<file path="config.mk">
export PLATFORM = sky130hd
export DESIGN_NAME = gravity_sensor_rx
export DESIGN_NICKNAME = d
export VERILOG_FILES = /design/src/rtl/gravity_sensor_pkg.sv /design/src/rtl/sensor_sync.sv /design/src/rtl/gravity_sensor_rx.sv
export SDC_FILE = /design/constraint.sdc
export NUM_CORES = 1
export LEC_CHECK = 0
export CAP_MARGIN = 20
export CORE_MARGIN = 3
export CORE_UTILIZATION = 60
export DETAILED_ROUTE_END_ITERATION = 8
export GPL_TIMING_DRIVEN = 0
export PLACE_DENSITY = 0.84
export SYNTH_ARGS = -nofsm -noshare
export SYNTH_HDL_FRONTEND = slang
export SYNTH_SLANG_ARGS = --single-unit
export TNS_END_PERCENT = 20
</file>
<file path="constraint.sdc">
create_clock -name clk1 -period 3.96 [get_ports clk1]
set_input_delay 1.188 -clock clk1 [delete_from_list [all_inputs] [get_ports clk1]]
set_output_delay 1.188 -clock clk1 [all_outputs]
set_load 0.02 [all_outputs]
</file>
<file path="src/rtl/gravity_sensor_pkg.sv">
// gravity_sensor_pkg: shared encodings for the tilt-sensor receiver.
// Holds car_move codes plus the steering and frame state typedefs.
package gravity_sensor_pkg;

  localparam logic [1:0] MOVE_CENTER = 2'b00;
  localparam logic [1:0] MOVE_RIGHT  = 2'b01;
  localparam logic [1:0] MOVE_LEFT   = 2'b10;

  typedef enum logic [1:0] {
    ST_CENTER = MOVE_CENTER,
    ST_RIGHT  = MOVE_RIGHT,
    ST_LEFT   = MOVE_LEFT
  } steer_state_e;

  typedef enum logic {
    FR_IDLE,
    FR_ACTIVE
  } frame_state_e;

endpackage

</file>
<file path="src/rtl/sensor_sync.sv">
// sensor_sync: 2-FF synchronizer with a configurable reset value.
// Ports: clk_i, rst_i (sync, active high), d_i async in, q_o synced out.
module sensor_sync #(
  parameter logic RST_VAL = 1'b0
) (
  input  logic clk_i,
  input  logic rst_i,
  input  logic d_i,
  output logic q_o
);

  logic meta_q;
  logic sync_q;

  always_ff @(posedge clk_i) begin
    if (rst_i) begin
      meta_q <= RST_VAL;
      sync_q <= RST_VAL;
    end else begin
      meta_q <= d_i;
      sync_q <= meta_q;
    end
  end

  assign q_o = sync_q;

endmodule

</file>
<file path="src/rtl/gravity_sensor_rx.sv">
// gravity_sensor_rx: serial tilt-sensor receiver, frame checker, steering.
// Ports: clk1, rst, clkcs/sclk/data pins; sample, pulses, car_move, speed.
module gravity_sensor_rx
  import gravity_sensor_pkg::*;
#(
  parameter int N_CH       = 2,
  parameter int DATA_W     = 12,
  parameter int FRAME_BITS = 24,
  parameter int TH_RIGHT   = 320,
  parameter int TH_LEFT    = -257,
  parameter int HYST       = 16
) (
  input  logic                     clk1,
  input  logic                     rst,
  input  logic                     clkcs,
  input  logic                     sclk,
  input  logic                     data,
  output logic [N_CH*DATA_W-1:0]   sample,
  output logic                     sample_valid,
  output logic                     frame_err,
  output logic [1:0]               car_move,
  output logic                     speed
);

  localparam int CNT_W = $clog2(FRAME_BITS + 2);
  localparam int CH_W  = $clog2(N_CH);

  localparam logic [CNT_W-1:0] CNT_SAT  = CNT_W'(FRAME_BITS + 1);
  localparam logic [CNT_W-1:0] CNT_FULL = CNT_W'(FRAME_BITS);
  localparam logic [CNT_W-1:0] CNT_SH   = CNT_W'(FRAME_BITS - DATA_W);
  localparam logic [CH_W-1:0]  CH_LAST  = CH_W'(N_CH - 1);

  // One extra bit so threshold +/- HYST never wraps.
  localparam logic signed [DATA_W:0] TR  = (DATA_W+1)'(TH_RIGHT);
  localparam logic signed [DATA_W:0] TL  = (DATA_W+1)'(TH_LEFT);
  localparam logic signed [DATA_W:0] TRH = (DATA_W+1)'(TH_RIGHT - HYST);
  localparam logic signed [DATA_W:0] TLH = (DATA_W+1)'(TH_LEFT + HYST);

  logic cs_s, sck_s, dat_s;

  sensor_sync #(.RST_VAL(1'b1)) u_sync_cs (
    .clk_i (clk1),
    .rst_i (rst),
    .d_i   (clkcs),
    .q_o   (cs_s)
  );

  sensor_sync #(.RST_VAL(1'b1)) u_sync_sck (
    .clk_i (clk1),
    .rst_i (rst),
    .d_i   (sclk),
    .q_o   (sck_s)
  );

  sensor_sync #(.RST_VAL(1'b0)) u_sync_dat (
    .clk_i (clk1),
    .rst_i (rst),
    .d_i   (data),
    .q_o   (dat_s)
  );

  logic cs_q, sck_q;
  logic [1:0] settle_q;
  logic armed_q;
  logic cs_fall, cs_rise, sck_rise;

  assign cs_fall  = cs_q & ~cs_s;
  assign cs_rise  = ~cs_q & cs_s;
  assign sck_rise = ~sck_q & sck_s;

  // The synchronizers emerge from reset reading 1; a low pin would look
  // like a falling edge. Only arm once a real high clkcs has been seen.
  always_ff @(posedge clk1) begin
    if (rst) begin
      cs_q     <= 1'b1;
      sck_q    <= 1'b1;
      settle_q <= 2'd0;
      armed_q  <= 1'b0;
    end else begin
      cs_q  <= cs_s;
      sck_q <= sck_s;
      if (settle_q != 2'd2) settle_q <= settle_q + 2'd1;
      if (settle_q == 2'd2 && cs_s) armed_q <= 1'b1;
    end
  end

  frame_state_e fr_q, fr_d;
  logic [CNT_W-1:0] cnt_q, cnt_d, cnt_inc, cnt_e;
  logic [DATA_W-1:0] shr_q, shr_d, shr_sh, shr_e;
  logic [DATA_W-1:0] ch_q [N_CH];
  logic [DATA_W-1:0] ch_d [N_CH];
  logic [CH_W-1:0] idx_q, idx_d;
  logic [N_CH*DATA_W-1:0] sample_q, sample_d;
  logic sv_q, sv_d, fe_q, fe_d;

  assign cnt_inc = (cnt_q == CNT_SAT) ? cnt_q : cnt_q + CNT_W'(1);
  assign shr_sh  = {shr_q[DATA_W-2:0], dat_s};

  always_comb begin
    fr_d     = fr_q;
    cnt_d    = cnt_q;
    shr_d    = shr_q;
    ch_d     = ch_q;
    idx_d    = idx_q;
    sample_d = sample_q;
    sv_d     = 1'b0;
    fe_d     = 1'b0;
    cnt_e    = cnt_q;
    shr_e    = shr_q;
    unique case (fr_q)
      FR_IDLE: begin
        if (cs_fall && armed_q) begin
          fr_d  = FR_ACTIVE;
          cnt_d = '0;
        end
      end
      FR_ACTIVE: begin
        // A coincident sclk edge is folded in before the frame is judged.
        if (sck_rise) begin
          cnt_e = cnt_inc;
          if (cnt_inc > CNT_SH) shr_e = shr_sh;
        end
        cnt_d = cnt_e;
        shr_d = shr_e;
        if (cs_rise) begin
          fr_d = FR_IDLE;
          if (cnt_e == CNT_FULL) begin
            ch_d[idx_q] = shr_e;
            if (idx_q == CH_LAST) begin
              idx_d = '0;
              sv_d  = 1'b1;
              for (int k = 0; k < N_CH; k++) begin
                sample_d[k*DATA_W +: DATA_W] = ch_d[k];
              end
            end else begin
              idx_d = idx_q + CH_W'(1);
            end
          end else begin
            fe_d  = 1'b1;
            idx_d = '0;
          end
        end
      end
    endcase
  end

  always_ff @(posedge clk1) begin
    if (rst) begin
      fr_q     <= FR_IDLE;
      cnt_q    <= '0;
      shr_q    <= '0;
      ch_q     <= '{default: '0};
      idx_q    <= '0;
      sample_q <= '0;
      sv_q     <= 1'b0;
      fe_q     <= 1'b0;
    end else begin
      fr_q     <= fr_d;
      cnt_q    <= cnt_d;
      shr_q    <= shr_d;
      ch_q     <= ch_d;
      idx_q    <= idx_d;
      sample_q <= sample_d;
      sv_q     <= sv_d;
      fe_q     <= fe_d;
    end
  end

  steer_state_e st_q, st_d;
  logic speed_q, speed_d;
  logic signed [DATA_W:0] x;

  assign x = signed'({sample_q[DATA_W-1], sample_q[DATA_W-1:0]});

  always_comb begin
    st_d    = st_q;
    speed_d = speed_q;
    if (sv_q) begin
      speed_d = sample_q[2*DATA_W-1];
      unique case (st_q)
        ST_CENTER: begin
          if (x >= TR)      st_d = ST_RIGHT;
          else if (x <= TL) st_d = ST_LEFT;
        end
        ST_RIGHT: begin
          if (x <= TL)      st_d = ST_LEFT;
          else if (x < TRH) st_d = ST_CENTER;
        end
        ST_LEFT: begin
          if (x >= TR)      st_d = ST_RIGHT;
          else if (x > TLH) st_d = ST_CENTER;
        end
        default: st_d = ST_CENTER;
      endcase
    end
  end

  always_ff @(posedge clk1) begin
    if (rst) begin
      st_q    <= ST_CENTER;
      speed_q <= 1'b0;
    end else begin
      st_q    <= st_d;
      speed_q <= speed_d;
    end
  end

  assign sample       = sample_q;
  assign sample_valid = sv_q;
  assign frame_err    = fe_q;
  assign car_move     = st_q;
  assign speed        = speed_q;

endmodule

</file>
**Yosys cells after proc, flatten, opt, wreduce, memory -nomap -nowiden**

Cells that the tools add are included.

- Flip-flop bits (word level): 83
- Output and inout bits: 29
- Logic and storage cells: 86

- $add $sub $neg: 3
- Order comparisons: 7
- Eq/ne operators: 10
- Mux-type cells: 25
- Bitwise operators: 10
- Reductions and logical operators: 10

Operators by type and width:

| operator | count |
|---|---|
| $mux 12 | 4 |
| $bwmux 24 | 1 |
| $mux 5 | 4 |
| $demux 12 s1 | 1 |
| $ge 12x10->1 const B | 1 |
| $gt 12x9->1 const B | 1 |
| $le 12x10->1 const B | 1 |
| $lt 12x10->1 const B | 1 |
| $mux 2 | 6 |
| $eq 5x5->1 const B | 2 |
| $pmux 5 s2 | 1 |
| $ne 3x3->1 const B | 3 |
| $reduce_and 4->1 | 2 |
| $mux 1 | 6 |
| $not 1->1 | 6 |
| $pmux 2 s3 | 1 |
| $add 5x1->5 const B | 1 |
| $gt 5x4->1 const B | 1 |
| $eq 2x2->1 const B | 2 |
| $ne 2x2->1 const B | 2 |
| $reduce_or 4->1 | 1 |
| $and 1x1->1 | 3 |
| $logic_and 1x1->1 | 3 |
| $reduce_and 3->1 | 1 |
| other kinds (10) | 10 |

**Depth between registers and ports, before layout**

Gate-level depths: netlist (run 1).

- Word-level depth: 7
- Mapped depth: 11
- Depth with buffers taken out: 7

**Modules after synthesis**

A second synthesis (run 1) with hierarchy kept.

- Cells, all modules: 355
- Area total of the unflattened synthesis: 3316.9 um^2

Modules (own cells, without submodules):

| module | times used | cells each | area an instance (um^2) | sequential area each (um^2) |
|---|---|---|---|---|
| gravity_sensor_rx | 1 | 343 | 3159.3 | 1301.2 |
| sensor_sync | 3 | 4 | 52.6 | 40.0 |

**Worst setup path before layout (run 1)**

Ideal clock, no wire load.

- Path type: in2reg
- Start point: input rst
- End point: register sample_q[16], in the netlist sample[16]
- Library setup time: 0.070 ns
- Arrival: 2.449 ns
- Setup slack: 1.441 ns
- Stages on the path: 7
- Path buffers: 3
- Cell sequence: clkbuf_1 > clkinv_1 > nand2_1 > or4b_1 > buf_2 > buf_6 > o2bb2ai_1

RTL lines:

| what | RTL line | text |
|---|---|---|
| from (decl) | gravity_sensor_rx.sv:14 | `input logic rst,` |
| to (signal assigned) | gravity_sensor_rx.sv:163 | `sample_q <= sample_d;` |
| to (decl) | gravity_sensor_rx.sv:93 | `logic [N_CH*DATA_W-1:0] sample_q, sample_d;` |

**Worst setup path after layout (run 1)**

- Start point: register cnt_q[1]
- End point: register sample_q[11], in the netlist sample[11]

- Word-level cells in the longest chain between the ends: 7
- Elaborated cells between the ends (all ways): 12

RTL lines:

| what | RTL line | text |
|---|---|---|
| from (decl) | gravity_sensor_rx.sv:88 | `logic [CNT_W-1:0] cnt_q, cnt_d, cnt_inc, cnt_e;` |
| from (signal assigned) | gravity_sensor_rx.sv:159 | `cnt_q <= cnt_d;` |
| $add 5x1->5 or $eq 5x5->1 (tied branches) | gravity_sensor_rx.sv:96 | `assign cnt_inc = (cnt_q == CNT_SAT) ? cnt_q : cnt_q + CNT_W'(1);` |
| $mux 5 | gravity_sensor_rx.sv:96 |  |
| $gt 5x4->1 | gravity_sensor_rx.sv:121 | `if (cnt_inc > CNT_SH) shr_e = shr_sh;` |
| $mux 12 | gravity_sensor_rx.sv:121 |  |
| $mux 12 | gravity_sensor_rx.sv:119 | `if (sck_rise) begin` |
| $mux 12 | gravity_sensor_rx.sv:110 | `unique case (fr_q)` |
| $bwmux 24 | gravity_sensor_rx.sv:128 | `ch_d[idx_q] = shr_e;` |

Parallel ways exist; a longest one is shown, timed or not. The select of a mux whose other input is x is not followed.
A chain may end at the register's enable or synchronous reset.

==> results of run 1 <==
==> state kept, by name (all words and copies together) (netlist names) <==
register / flops
sample: 24
ch_q: 12
shr_q: 12
cnt_q: 5
car_move: 2
settle_q: 2
armed_q: 1
cs_q: 1
fr_q: 1
frame_err: 1
idx_q: 1
sample_valid: 1
sck_q: 1
speed: 1
u_sync_cs.meta_q: 1
u_sync_cs.q_o: 1
u_sync_dat.meta_q: 1
u_sync_dat.q_o: 1
u_sync_sck.meta_q: 1
u_sync_sck.q_o: 1
==> synth_stat cells, drive strengths merged (2+ instances only) <==
cell,n
nand3,3
o2bb2ai,12
dfxtp,71
or2,5
a22o,13
and3,2
a211oi,14
nand2,50
o211a,12
ha,3
nor3,27
clkbuf,24
or4b,2
buf,11
mux2i,13
a22oi,3
nor3b,2
nor2,14
a31o,2
nor2b,7
and4b,2
inv,4
o21ai,16
nor4b,4
xor2,6
a31oi,2
a21oi,19
a21o,2
==> layout by cell type (no fill, tap or decap), drive strengths merged, types with 6 or more instances in the layout <==
cell type      Yosys  routed
xor2               6       6
mux2i             13      13
a22o              13      13
nor2              14      14
o2bb2ai           12      12
a211oi            14      14
clkbuf            24      34
a21oi             19      19
nor3              27      27
nand2             50      50
clkdlybuf4s50      0      32
o211a             12      12
nor2b              7       7
o21ai             16      16
dfxtp             71      71
buf               11      11
==> kinds of logic (layout without fill, tap and decap cells) <==
family / count (synthesis) / count (layout) / synth area share
AOI/OAI and AO/OA: 101 / 101 / 0.232
DFF: 71 / 71 / 0.440
muxes: 14 / 14 / 0.0438
and+or+nand+nor: 124 / 124 / 0.195
buffers and inverters: 40 / 88 / 0.0585
adders and majority gates: 3 / 3 / 0.0116
xor gates and xnor gates: 7 / 7 / 0.0190
==> critical path, cell delays in order, from the launching register on <==
cell and delay [ps]:
dfxtp_1 340, clkbuf_1 270, inv_1 80, ha_1 180, and4b_4 220, nor4_2 240
a21o_1 170, buf_6 130, nor4b_2 370, clkbuf_1 420, a22o_1 210
==> area by class of cell <==
cell class	instances	area, um^2
repair buffers	32	320
well taps	70	87.6
multi-input cells	249	1620
clock inverters	6	93.8
plain buffers	35	170
fillers	384	1300
clock buffers	10	138
flip-flops and latches	71	1420
inverters	5	18.8
==> power by group through the flow <==
stage,Combinational [mW],Sequential (mW),Clock [mW]
finish,0.0711,0.739,0.660
detailed placement,0.0703,0.756,0
global route,0.0824,0.742,0.694
CTS,0.0712,0.740,0.661
floorplan,0.0553,0.754,0
global placement,0.0681,0.755,0
==> per-stage QoR <==
stage / utilization / std cells / hold slack (ps) / total power, mW
after floorplan: - / 360 / 389 / 0.809
after global routing: 0.748 / 478 / 432 / 1.52
after detailed placement: 0.703 / 462 / 398 / 0.827
after global placement: 0.703 / 462 / 393 / 0.823
after CTS: 0.748 / 478 / 422 / 1.47
final: 0.748 / 478 / 416 / 1.47
==> metal layers <==
metal	share of wire	GRT usage	vias to the layer above	wire length (um)
met5	0	0	-	0
met4	0.024	0.0945	0	174
met3	0.066	0.0553	17	474
met2	0.45	0.381	98	3200
met1	0.46	0.334	1293	3290
li1	-	-	1384	-
==> path summary, 6_finish.rpt <==
kind / startpoint / end / slack, ps / cells after the start
hold reg to reg: u_sync_sck.meta_q / u_sync_sck.q_o / 420 / 1
setup reg to reg: cnt_q[1] / sample[11] / 1270 / 10
setup / recovery: cnt_q[1] / sample[11] / 1270 / 10
hold / removal: u_sync_sck.meta_q / u_sync_sck.q_o / 420 / 1
==> run metrics, run 1 <==
status finished, final reports clean; Worst Skew 6.29 ps; Syn Area/Cell 8.97 um^2; die area roughly 6300 um^2; DRT Wirelength between 7000 and 8000 um; Final period util 0.679; CTS buffer count 9; Layout area overhead 19.8%; chip width 79.4 um; layout cells sized above 1 0.100; drt drc 0; internal power 1.13 mW; Synth Warn # 0; DP Worst Slack 1120 ps; setup ws final 1270 ps; Synth area leaders dfxtp_1, nand2_1, nor3_1, mux2i_1, o211a_1; core area between 5000 and 6000 um^2; setup TNS 0 ps; row count 26; fin. max-slew vios 0; Post-Syn Instances 360; post-CTS setup buffers 0; placed instance area roughly 3600 um^2; number of global-route vias before repair 2551; largest net degree at the start of global routing 14; CP startpoint kind flop; fmax ~370 MHz; first-pass GRT wire length 12200 um; Period minus WS final 2690 ps; Worst Tran Pin Value roughly 600 ps; Longest Clk Path Bufs 2; Initial Utilization 0.625; post-synth net total 368; Final Hold Fails 0; max_cap viols 0; Cell Area, Synth 3230 um^2; CTS resizes 0; Net Sw Frac 0.229; n_diodes 0; detailed placer's ending HPWL approximately 5100 um; initial antenna violation count 0; initial detailed-routing violation count 214; FFs w/ async S/R, synth 0; top-area cell type share of the netlist area 0.440; routed vias/inst 5.84; CTS root buf clkbuf_8; Top Ports 34; number of synthesized flops with an enable pin 0; WL/cell 14.9 um; power per cell area 380 nW/um^2; # setup viols final 0; Slew headroom 0.597; # H-tree levels 3; total gr overflow 0; RSZ-0062 raised after global routing false; total net switching power 0.336 mW; Clock Latency Late Sink 350 ps; drt first pass iters 5; Seq/Total Area, Yosys 0.440; Clk pwr share 0.449; Leakage Power 1.41 nW; Sequential Power Share 0.503; Placer Congestion 0.886; VDD IR-drop max approximately 0.00029 V; All-Layer GR Usage 0.246; critical path class flop to flop; top_reg_cell synth dfxtp_1; Post-DRT Antenna Nets 0; Crit. End Element flop; Logic pwr share 0.048; clk slew on worst S/H paths 80 ps; FF+latch count, synth between 70 and 80; post-synth top area cell dfxtp_1; Chip Height 79.4 um; worst-path fanout max 10; CP Data Required Time 4260 ps; via count ~2800; CTS Hold Bufs 0; CTS tree built; Hold Crit Class flop to flop; post-route cell area just under 4000 um^2; Final nets 411; crit path DAT approximately 3000 ps; port buffer count 32; Netlist cell types 51; clk sink count between 70 and 80
(Power assumes the default switching activity.)
==> inputs of run 2 (changes only) <==
- CORE_UTILIZATION: 60 -> 55
- PLACE_DENSITY: 0.84 -> 0.78
- clock period: 3.96 -> 2.6 ns (I/O delays scaled with it)
==> run 2 against run 1 <==
  * Global-route usage down 0.71 points
  * Count of clock-buffer cells in the layout fell by 1
  * Final cell count grew 0.21%
  * Core utilization is 4.3 points lower
  * Total power increased by 53%
  * Cell area increased by 2.2%
  * Largest power group unchanged
  * Fmax is 8.7% higher
  * Critical endpoint is now ch_q[22]
  * Sequential share of layout area fell by 0.79 points
  * Largest cell class unchanged
  * Critical path type unchanged
==> run metrics, run 2 (synthesis results as in run 1) <==
drt first pass iters 4 (-1); CP max-delay cell nor3_1; initial detailed-routing violation count 139 (-35%); placed instance area 3640 um^2 (about the same); most frequent cells in the layout dfxtp_1, nand2_1, clkdlybuf4s50_1; Clk pwr share 0.449 (about the same); port buffer count 32 (unchanged); Placer Congestion 0.873 (-1.5%); first-pass GRT wire length 12300 um (+1.4%); Hold Crit Class flop to flop; CTS Hold Bufs 0 (unchanged); CTS tree built; total gr overflow 0 (unchanged); Final Hold Fails 0 (unchanged); most common cell after layout, fill and taps aside dfxtp_1; clk sink count 71 (unchanged); post-route cell area 3960 um^2 (+2.2%); total net switching power 0.534 mW (+59%); fin. max-slew vios 0 (unchanged); All-Layer GR Usage 0.239 (-0.00715); Period minus WS final 2470 ps (-215 ps); critical-path cell list buf_4, inv_1, ha_4, and4b_4, a211o_1, clkbuf_1, o211a_1, nor3_1, a211oi_1; routed vias/inst 5.90 (+1.0%); status finished, final reports clean; CTS root buf clkbuf_8; Layout area overhead 22.4%; CTS buffer count 9 (unchanged); setup TNS 0 ps (unchanged); Layout Utilization 0.705 (-0.0429); worst-path fanout max 10 (unchanged); Net Sw Frac 0.238 (+0.00936); Top Ports 34 (unchanged); max_cap viols 0 (unchanged); Initial Utilization 0.576 (-0.0485); # setup viols final 0 (unchanged); Chip Height 82.6 um (+4.1%); die area 6830 um^2 (+8.4%); fillcell total 441 (+15%); layout cells sized above 1 0.133 (+0.0322); clk slew on worst S/H paths 80 ps (about the same); Final period util 0.952 (+0.273); critical path class flop to flop; Worst Tran Pin Value 644 ps (+41.6 ps); Crit path max-delay family compound AO/OA/AOI/OAI gates; fmax 404 MHz (+8.7%); Crit. End Element flop; core area 5610 um^2 (+8.4%); detailed placer's ending HPWL 5250 um (+2.8%); Clock Latency Late Sink 360 ps (about the same); Worst Skew 12.4 ps (+6.12 ps); Slew headroom 0.569 (-0.0278); Final nets 410 (-0.24%); via count 2827 (+1.3%); WL/cell 15.6 um (+4.4%); initial antenna violation count 0 (unchanged); RSZ-0062 raised after global routing false; VDD IR-drop max 0.000404 V (+41%); CP Buf/Inv Count 3 (-1); drt drc 0 (unchanged); chip width 82.6 um (+4.1%); CP startpoint kind flop; row count 27 (+3.8%); Sequential Power Share 0.502 (about the same); CP Data Required Time 2830 ps (-1430 ps); Post-DRT Antenna Nets 0 (unchanged); DRT Wirelength 7470 um (+4.6%); largest net degree at the start of global routing 15 (+1); max reg flops 24 (unchanged); # H-tree levels 3 (unchanged); number of global-route vias before repair 2594 (+1.7%); power per cell area 567 nW/um^2 (+49%); crit path DAT 2710 ps (-280 ps); Logic pwr share 0.049 (about the same); n_diodes 0 (unchanged); Max stage delay on crit path 390 ps (-30 ps); internal power 1.71 mW (+51%); Leakage Power 1.44 nW (+2.0%); Longest Clk Path Bufs 2 (unchanged)
-- run 2: power groups by stage --
stage | logic, mW | clock network [mW] | registers, mW
2_1_floorplan | 0.0842 | 0 | 1.15
6_report | 0.110 | 1.01 | 1.13
4_1_cts | 0.109 | 1.01 | 1.13
5_1_grt | 0.126 | 1.06 | 1.13
3_5_place_dp | 0.108 | 0 | 1.15
3_3_place_gp | 0.105 | 0 | 1.15
-- run 2: timing repair --
| action | in CTS | in global routing |
|---|---|---|
| gates resized for setup | 4 | 21 |
| gates cloned | 0 | 0 |
| setup buffers | 0 | 0 |
| endpoints found under the setup margin | 25 | 45 |
| pin swaps | 0 | 1 |
-- run 2: area by class of cell --
cell class / instances / area, um^2 / share of cell area
multi-input combinational: 249 / 1700 / 0.430
buffer: 34 / 180 / 0.0456
sequential: 71 / 1420 / 0.359
tap: 72 / 90.1 / 0.0228
inverter: 5 / 18.8 / 0.00475
clock buffer: 9 / 124 / 0.0313
timing repair buffer: 32 / 320 / 0.0810
clock inverter: 7 / 100 / 0.0253
-- run 2: worst reg2reg max path, stage by stage, from the launching register on --
cell and delay (ps):
dfxtp_1 350, buf_4 160, inv_1 70, ha_4 150, and4b_4 220, a211o_1 360
clkbuf_1 260, o211a_1 260, nor3_1 390, a211oi_1 130
-- run 2: worst paths after layout --
check                                       from       endpoint  slack, ps  cells past startpoint
worst max-delay path                    cnt_q[1]       ch_q[22]        130                      9
worst min-delay path            u_sync_cs.meta_q  u_sync_cs.q_o        420                      1
worst max register to register          cnt_q[1]       ch_q[22]        130                      9
worst min register to register  u_sync_cs.meta_q  u_sync_cs.q_o        420                      1
-- run 2: metal layers --
| metal | GRT usage | vias to the layer above | part of all wire | wire [um] |
|---|---|---|---|---|
| met2 | 0.376 | 91 | 0.46 | 3440 |
| met5 | 0 | - | 0 | 0 |
| met4 | 0.113 | 0 | 0.020 | 152 |
| met3 | 0.0412 | 15 | 0.050 | 373 |
| met1 | 0.317 | 1326 | 0.47 | 3500 |
| li1 | - | 1395 | - | - |
-- run 2: stage by stage --
stage	hold WS, ps	std cells	worst slack (ps)	power (mW)
6_report	417	479	125	2.24
3_3_place_gp	394	464	-9.69	1.26
5_1_grt	429	479	26.1	2.32
2_1_floorplan	389	360	268	1.23
4_1_cts	419	480	55.1	2.25
3_5_place_dp	397	464	-50.7	1.26
==> inputs of run 3 (changes only) <==
- CORE_UTILIZATION: 55 -> 58
- CTS_BUF_LIST: default -> sky130_fd_sc_hd__clkbuf_8
- PLACE_DENSITY: 0.78 -> 0.81
==> run 3 against run 2 <==
  * Core utilization increased by 4.7 points
  * Critical path type unchanged
  * Routed wire length decreased by 1.5%
  * Count of clock-buffer cells in the layout increased by 1
  * Highest routed layer unchanged
==> run metrics, run 3 (synthesis results as in run 1) <==
status finished, final reports clean; Crit. End Element flop; first-pass GRT wire length 12200 um (-1.0%); drt first pass iters 6 (+2); CTS tree built; CTS root buf clkbuf_8; Net Sw Frac 0.233 (-0.00550); setup TNS 0 ps (unchanged); Period minus WS final 2520 ps (+41.7 ps); Longest Clk Path Bufs 2 (unchanged); Layout Utilization 0.752 (+0.0470); post-CTS setup buffers 0 (unchanged); CP max-delay cell or4b_1; internal power 1.73 mW (+1.2%); placed instance area 3640 um^2 (about the same); routed vias/inst 5.87 (-0.54%); most used cell along the critical path buf_6; critical-path cell list clkbuf_4, inv_1, ha_1, and4b_4, nor4_2, a21o_1, buf_6, or4b_1, buf_2, buf_6, o2bb2ai_1; critical path class flop to flop; Sequential Power Share 0.500 (-0.002); Slew headroom 0.623 (+0.0545); crit path DAT 2790 ps (+80 ps); largest net degree at the start of global routing 14 (-1); Worst Tran Pin Value 563 ps (-81.3 ps); Final Hold Fails 0 (unchanged); DRT Wirelength 7350 um (-1.5%); detailed placer's ending HPWL 5130 um (-2.3%); max reg flops 24 (unchanged); chip width 80.6 um (-2.4%); Leakage Power 1.43 nW (-0.47%); total gr overflow 0 (unchanged); clk slew on worst S/H paths 80 ps (about the same); number of global-route vias before repair 2615 (+0.81%); CTS Hold Bufs 0 (unchanged); post-route cell area 3940 um^2 (-0.38%); CTS buffer count 9 (unchanged); Placer Congestion 0.870 (-0.31%); Initial Utilization 0.617 (+0.0407); Crit path max-delay family simple AND/OR/NAND/NOR gates; layout cells sized above 1 0.132 (-0.000325); most frequent cells in the layout dfxtp_1, nand2_1, clkdlybuf4s50_1; n_diodes 0 (unchanged); CP Data Required Time 2870 ps (+40 ps); Clock Latency Late Sink 350 ps (about the same); All-Layer GR Usage 0.241 (+0.00226); most common cell after layout, fill and taps aside dfxtp_1; Layout area overhead 22.0%; port buffer count 32 (unchanged); Clk pwr share 0.450 (about the same); max_cap viols 0 (unchanged); Logic pwr share 0.050 (about the same); Post-DRT Antenna Nets 0 (unchanged); row count 26 (-3.7%); Final nets 411 (+0.24%); via count 2806 (-0.74%); CP Buf/Inv Count 5 (+2); WL/cell 15.4 um (-1.3%); CP startpoint kind flop; die area 6500 um^2 (-4.8%); # setup viols final 0 (unchanged); clk sink count 71 (unchanged); Max stage delay on crit path 440 ps (+50 ps); Top Ports 34 (unchanged); core area 5240 um^2 (-6.6%); total net switching power 0.524 mW (-1.9%); Chip Height 80.6 um (-2.4%); drt drc 0 (unchanged); Worst Skew 10.4 ps (-2.02 ps); VDD IR-drop max 0.000396 V (-1.8%); fin. max-slew vios 0 (unchanged); initial antenna violation count 0 (unchanged); # H-tree levels 3 (unchanged); initial detailed-routing violation count 161 (+16%); fmax 397 MHz (-1.7%); power per cell area 572 nW/um^2 (+0.81%); Hold Crit Class flop to flop; worst-path fanout max 9 (-1); Final period util 0.968 (+0.0160)
run 3: repair_timing:
item | in CTS | in global routing
gates resized for setup | 2 | 21
setup endpoints to repair | 34 | 40
pin swaps | 0 | 1
gates cloned | 0 | 0
run 3: area by class of cell:
type	count	area (um^2)
plain buffers	35	183
clock buffers	10	138
clock inverters	6	92.6
fillers	398	1300
inverters	5	18.8
multi-input cells	249	1680
flip-flops and latches	71	1420
well taps	70	87.6
repair buffers	32	320
run 3: worst paths after layout:
check / slack [ps] / start / endpoint / cells past startpoint
setup / recovery: 80 / cnt_q[1] / sample[22] / 11
hold reg to reg: 420 / u_sync_cs.meta_q / u_sync_cs.q_o / 1
hold / removal: 420 / u_sync_cs.meta_q / u_sync_cs.q_o / 1
setup reg to reg: 80 / cnt_q[1] / sample[22] / 11
run 3: power by group through the flow:
| stage | registers, mW | logic (mW) | clock network (mW) |
|---|---|---|---|
| global placement | 1.15 | 0.104 | 0 |
| CTS | 1.13 | 0.113 | 1.02 |
| detailed placement | 1.15 | 0.111 | 0 |
| finish | 1.13 | 0.112 | 1.01 |
| floorplan | 1.15 | 0.0842 | 0 |
| global route | 1.13 | 0.131 | 1.07 |
run 3: through the flow:
step	power [mW]	setup slack [ps]	std cells	hold WS, ps
final	2.25	83.5	478	416
after global placement	1.25	-19.9	462	393
after global routing	2.33	-21.0	478	425
after detailed placement	1.26	-29.3	462	396
after CTS	2.26	55.6	478	417
after floorplan	1.23	268	360	389
run 3: routing by layer:
layer  routed length (um)  share of wire  global-route usage  up-vias
met5                    0              0                   0        -
met1                 3320           0.45               0.307     1325
met4                  129          0.018              0.0946        0
li1                     -              -                   -     1387
met3                  405          0.055              0.0404       13
met2                 3500           0.48               0.404       81
